## config.mk

```make
export PLATFORM = sky130hd
export DESIGN_NAME = ufp_mem_arbiter
export DESIGN_NICKNAME = d
export VERILOG_FILES = /design/src/rtl/ufp_mem_arbiter.sv
export SDC_FILE = /design/constraint.sdc
export NUM_CORES = 1
export LEC_CHECK = 0
export BUFFER_PORTS_ARGS = -buffer_cell sky130_fd_sc_hd__buf_4
export CAP_MARGIN = 5
export CORE_MARGIN = 1
export CORE_UTILIZATION = 39
export DETAILED_ROUTE_END_ITERATION = 10
export PLACE_DENSITY = 0.78
export SYNTH_ARGS = -nofsm -noshare
export SYNTH_HDL_FRONTEND = slang
export SYNTH_SLANG_ARGS = --single-unit
```

## constraint.sdc

```tcl
create_clock -name clk -period 2.9 [get_ports clk]
set_clock_uncertainty 0.15 [all_clocks]
set_input_delay 0.725 -clock clk [delete_from_list [all_inputs] [get_ports clk]]
set_output_delay 0.725 -clock clk [all_outputs]
set_load 0.05 [all_outputs]
```

## src/rtl/ufp_mem_arbiter.sv

```systemverilog
// Shares one single-outstanding memory port between instruction fetch and load/store.
// Data has priority, with a starvation limit so that fetch is eventually granted.
module ufp_mem_arbiter #(
    parameter int unsigned STARVE_LIMIT = 4
) (
    input  logic        clk,
    input  logic        rst,
    input  logic        fetch_flush,

    input  logic [31:0] i_addr,
    input  logic [3:0]  i_rmask,
    output logic [31:0] i_rdata,
    output logic        i_resp,

    input  logic [31:0] d_addr,
    input  logic [3:0]  d_rmask,
    input  logic [3:0]  d_wmask,
    input  logic [31:0] d_wdata,
    output logic [31:0] d_rdata,
    output logic        d_resp,

    output logic [31:0] dfp_addr,
    output logic [3:0]  dfp_rmask,
    output logic [3:0]  dfp_wmask,
    output logic [31:0] dfp_wdata,
    input  logic [31:0] dfp_rdata,
    input  logic        dfp_resp,

    output logic        arb_busy
);

    localparam int unsigned            CNT_W   = $clog2(STARVE_LIMIT + 1);
    localparam logic [CNT_W-1:0]       CNT_MAX = CNT_W'(STARVE_LIMIT);
    localparam logic [CNT_W-1:0]       CNT_ONE = CNT_W'(1);

    localparam logic [1:0] ST_IDLE   = 2'd0;
    localparam logic [1:0] ST_BUSY_I = 2'd1;
    localparam logic [1:0] ST_BUSY_D = 2'd2;

    logic [1:0]       state_q,   state_d;
    logic             i_vld_q,   i_vld_d;
    logic [31:0]      i_addr_q,  i_addr_d;
    logic             d_vld_q,   d_vld_d;
    logic [31:0]      d_addr_q,  d_addr_d;
    logic [3:0]       d_rmask_q, d_rmask_d;
    logic [3:0]       d_wmask_q, d_wmask_d;
    logic [31:0]      d_wdata_q, d_wdata_d;
    logic             drop_q,    drop_d;
    logic [CNT_W-1:0] starve_q,  starve_d;

    logic in_idle;
    logic i_req;
    logic d_req;
    logic starved;
    logic grant_i;
    logic grant_d;

    assign in_idle = (state_q == ST_IDLE);
    assign i_req   = |i_rmask;
    assign d_req   = |d_rmask || |d_wmask;
    assign starved = (starve_q == CNT_MAX);

    // Data wins unless fetch has already waited through STARVE_LIMIT data grants.
    assign grant_d = in_idle && d_vld_q && !(i_vld_q && starved);
    assign grant_i = in_idle && i_vld_q && !grant_d;

    always_comb begin
        // NOTE: every signal gets a default first so no path leaves it unassigned and infers a latch.
        state_d   = state_q;
        i_vld_d   = i_vld_q;
        i_addr_d  = i_addr_q;
        d_vld_d   = d_vld_q;
        d_addr_d  = d_addr_q;
        d_rmask_d = d_rmask_q;
        d_wmask_d = d_wmask_q;
        d_wdata_d = d_wdata_q;
        drop_d    = drop_q;
        starve_d  = starve_q;

        case (state_q)
            ST_IDLE: begin
                if (grant_d) begin
                    state_d = ST_BUSY_D;
                end else if (grant_i) begin
                    state_d = ST_BUSY_I;
                end
            end
            ST_BUSY_I, ST_BUSY_D: begin
                if (dfp_resp) begin
                    state_d = ST_IDLE;
                end
            end
            default: state_d = ST_IDLE;
        endcase

        // A new fetch pulse outranks both the grant and the flush, so it survives a flush.
        if (i_req) begin
            i_vld_d  = 1'b1;
            i_addr_d = i_addr;
        end else if (grant_i || fetch_flush) begin
            i_vld_d = 1'b0;
        end

        if (d_req) begin
            d_vld_d   = 1'b1;
            d_addr_d  = d_addr;
            d_rmask_d = d_rmask;
            d_wmask_d = d_wmask;
            d_wdata_d = d_wdata;
        end else if (grant_d) begin
            d_vld_d = 1'b0;
        end

        if (state_q == ST_BUSY_I) begin
            if (dfp_resp) begin
                drop_d = 1'b0;
            end else if (fetch_flush) begin
                drop_d = 1'b1;
            end
        end else begin
            drop_d = 1'b0;
        end

        if (grant_i || (in_idle && !i_vld_q)) begin
            starve_d = '0;
        end else if (grant_d && i_vld_q && !starved) begin
            starve_d = starve_q + CNT_ONE;
        end
    end

    always_ff @(posedge clk) begin
        // NOTE: sequential state uses non-blocking assignments so every register samples pre-edge values.
        if (rst) begin
            state_q  <= ST_IDLE;
            i_vld_q  <= 1'b0;
            d_vld_q  <= 1'b0;
            drop_q   <= 1'b0;
            starve_q <= '0;
        end else begin
            state_q  <= state_d;
            i_vld_q  <= i_vld_d;
            d_vld_q  <= d_vld_d;
            drop_q   <= drop_d;
            starve_q <= starve_d;
        end
    end

    // NOTE: request payloads are qualified by their valid bits, so they carry no reset.
    always_ff @(posedge clk) begin
        i_addr_q  <= i_addr_d;
        d_addr_q  <= d_addr_d;
        d_rmask_q <= d_rmask_d;
        d_wmask_q <= d_wmask_d;
        d_wdata_q <= d_wdata_d;
    end

    always_comb begin
        dfp_addr  = grant_i ? i_addr_q : d_addr_q;
        dfp_rmask = grant_d ? d_rmask_q : (grant_i ? 4'hF : 4'h0);
        dfp_wmask = grant_d ? d_wmask_q : 4'h0;
        dfp_wdata = d_wdata_q;
    end

    // Responses are combinational; a flushed fetch response is swallowed.
    assign i_rdata  = dfp_rdata;
    assign d_rdata  = dfp_rdata;
    assign i_resp   = (state_q == ST_BUSY_I) && dfp_resp && !drop_q && !fetch_flush;
    assign d_resp   = (state_q == ST_BUSY_D) && dfp_resp;
    assign arb_busy = !in_idle;

endmodule

```

==> results.toml <==
[clock_network]
clk_pin_slew_ns = 0.08
cts_inserted_buffers = 9
cts_max_level = 3
clock_sinks = 112
cts_root_buffer = "clkbuf_16"
cts_buffer_depth = 2
clk_latency_ns = 0.34
hold_buffers = 0
cts_tree = "done"

[synth]
synth_cell_types = 32
avgSynthCellArea_um2 = 17.1
synth_area_leaders = "edfxtp_1 (68%), buf_4 (11%), mux2_2 (6.4%), dfxtp_1 (3.5%), mux2_4 (2.0%)"
syn_nets = 416
synth_top_area_share_pct = 68.5
netlist_area_um2 = 4560
ys_ff_latch = 112
synth_cells = 267
yosysWarnings = 0
ys_seq_area_share_pct = 72.0
yosys.area.top_type = "edfxtp_1"

[critical_path]
crit_start = "starve_q[1]$_SDFFE_PP0P_"
r2r_start = "state_q[0]$_SDFFE_PP0P_"
path_delay_family = "buffers and inverters"
worstSetupEndpointType = "primary output"
critical-path-max-stage-delay_ns = 0.33
crit_type = "reg2out"
required_ns = 2.03
path_cells = "inv_2 -> ha_4 -> nand2_4 -> a211oi_4 -> buf_4 -> buf_6 -> clkbuf_16 -> mux2_4 -> buf_8"
critPathArrivalTime_ns = 2.07
crit_buf_inv = 5
worstSetupStartpointType = "flop"
critPathMaxFanout = 8
worst_path_max_delay_cell = "dfxtp_2"

[place]
hpwl_um = 7940
io_buffer_count = 186
place_congestion = 0.787
dp_slack_ns = 0.0861

[layout]
final_common_cell = "buf_4"
area_growth_pct = 40.3
drive_above_1_share_pct = 63.9
mostFrequentLayoutCells = "buf_4 (172), edfxtp_1 (104), mux2_4 (23)"
diodes = 0
nNetsFinal = 562

[timing]
period_minus_slack_ns = 2.94
rsz0062_at_grt = "true"
slew_violations = 0
hold_violations = 0
relSlewSlack_pct = 56.2
worst-slew-pin-transition_ns = 0.656
final.period_utilization_pct = 101
fmax_mhz = 340
finalSetupViolations = 16
holdWs_ns = 0.358
fin_ws_ns = -0.0431

[floorplan]
io_pins = 283
rows = 39
fp.dieW_um = 110
initial_core_util_pct = 39.9
core_area_um2 = 11400
dieArea_um2 = 12100
die_h_um = 110

[detailed_routing]
num_vias = 2719
drtIter0Drc = 118
first_pass_iters = 4
drc_errors = 0
detail_route.vias_per_cell = 4.85
wl_per_cell_um = 20.1
postRouteWirelength_um = 11300
drtAntennaViolNets = 0

[run]
drv_cap = 0

[power]
leakagePower_nw = 2.76
powerDensity_nw_per_um2 = 669
vdd_drop_max_mv = 0.366

[outcome]
status = "finished with violations"
violations = "negative setup slack"

[global_route]
grt_usage_pct = 16.4
grt_max_degree = 54
grt.overflow.total = 0
antenna_found_initial = 0
grt_pass1_vias = 2639
grt_pass1_wl_um = 13900

[worst_hold_path]
min_from = "state_q[1]$_SDFFE_PP0P_"
hold_path.class = "reg2reg"
timing repair:
| action | 4_1_cts | 5_1_grt |
|---|---|---|
| cloned | 1 | 2 |
| pin swaps | 1 | 2 |
| gates resized for setup | 40 | 43 |
| endpoints found under the setup margin | 36 | 32 |
| endpoints found under the hold margin | 0 | 0 |
| buffers inserted | 5 | 6 |
where the power goes:
part	total, W	switching, W	internal, W
clock network	0.00131	0.000610	0.000700
registers	0.00190	0.0000366	0.00187
logic	0.00107	0.000609	0.000458
total	0.00428	0.00126	0.00302
synth_stat cells:
cell type  instances
edfxtp_1         104
buf_4             64
mux2_2            26
dfxtp_1            8
and2_1             6
mux2_4             6
a21oi_1            5
ha_1               5
inv_1              5
a21o_1             4
nand2_1            4
buf_6              3
nor2_1             3
clkbuf_1           2
nand2b_1           2
nand4_1            2
nor4_1             2
or4_1              2
a211oi_4           1
a31oi_1            1
a32oi_1            1
and3_1             1
inv_2              1
nand4b_1           1
nor2b_1            1
nor4b_1            1
nor4bb_1           1
o211a_1            1
o21ai_0            1
o2bb2ai_1          1
o32ai_1            1
o41ai_1            1
routing by layer:
metal | vias to the layer above | global-route usage [%] | wire length, um
li1 | 1215 | - | -
met1 | 1288 | 14.6 | 3600
met2 | 188 | 31.2 | 6220
met3 | 28 | 7.41 | 1170
met4 | 0 | 7.61 | 262
met5 | - | 0 | 0
flip-flops by register name (all words and copies together) (netlist names):
| register | flops |
|---|---|
| d_addr_q | 32 |
| d_rmask_q | 4 |
| d_vld_q | 1 |
| d_wmask_q | 4 |
| dfp_wdata | 32 |
| drop_q | 1 |
| i_addr_q | 32 |
| i_vld_q | 1 |
| starve_q | 3 |
| state_q | 2 |
cell type report:
class / instances / area (um2)
fill: 906 / 5020
sequential: 112 / 3290
timing repair buffer: 204 / 1750
multi-input combinational: 80 / 838
clock buffer: 9 / 225
tap: 143 / 179
clock inverter: 7 / 100
inverter: 6 / 22.5
stage by stage:
step / area [um2] / total power [W] / std cells / TNS, ns / util [%]
after floorplan: 4560 / 0.00276 / 267 / 0 / -
after global placement: 5690 / 0.00283 / 533 / 0 / 49.9
after detailed placement: 5690 / 0.00285 / 533 / 0 / 49.9
after CTS: 6220 / 0.00424 / 555 / -0.300 / 54.5
after global routing: 6400 / 0.00441 / 561 / -1.62 / 56.0
final: 6400 / 0.00428 / 561 / -0.469 / 56.0
cell families after synthesis:
logic type | after synthesis | share of synthesized area (%)
adders and majority gates | 5 | 1.37
muxes | 32 | 8.40
AOI/OAI and AO/OA | 17 | 2.88
and+or+nand+nor | 26 | 3.43
buffers and inverters | 75 | 11.9
DFF | 112 | 72.0
path summary, 6_finish.rpt:
path	endpoint	slack, ns	cells past startpoint
setup / recovery	dfp_addr[30]	-0.04	9
hold / removal	state_q[1]$_SDFFE_PP0P_	0.36	2
setup reg to reg	state_q[0]$_SDFFE_PP0P_	1.29	5
hold reg to reg	state_q[1]$_SDFFE_PP0P_	0.36	2
worst min-delay path, stage by stage (launching register included):
cell and delay (ns):
dfxtp_2 0.34, nand2b_1 0.06, o2bb2ai_1 0.07
No activity file was read; power rests on OpenSTA's default activity.
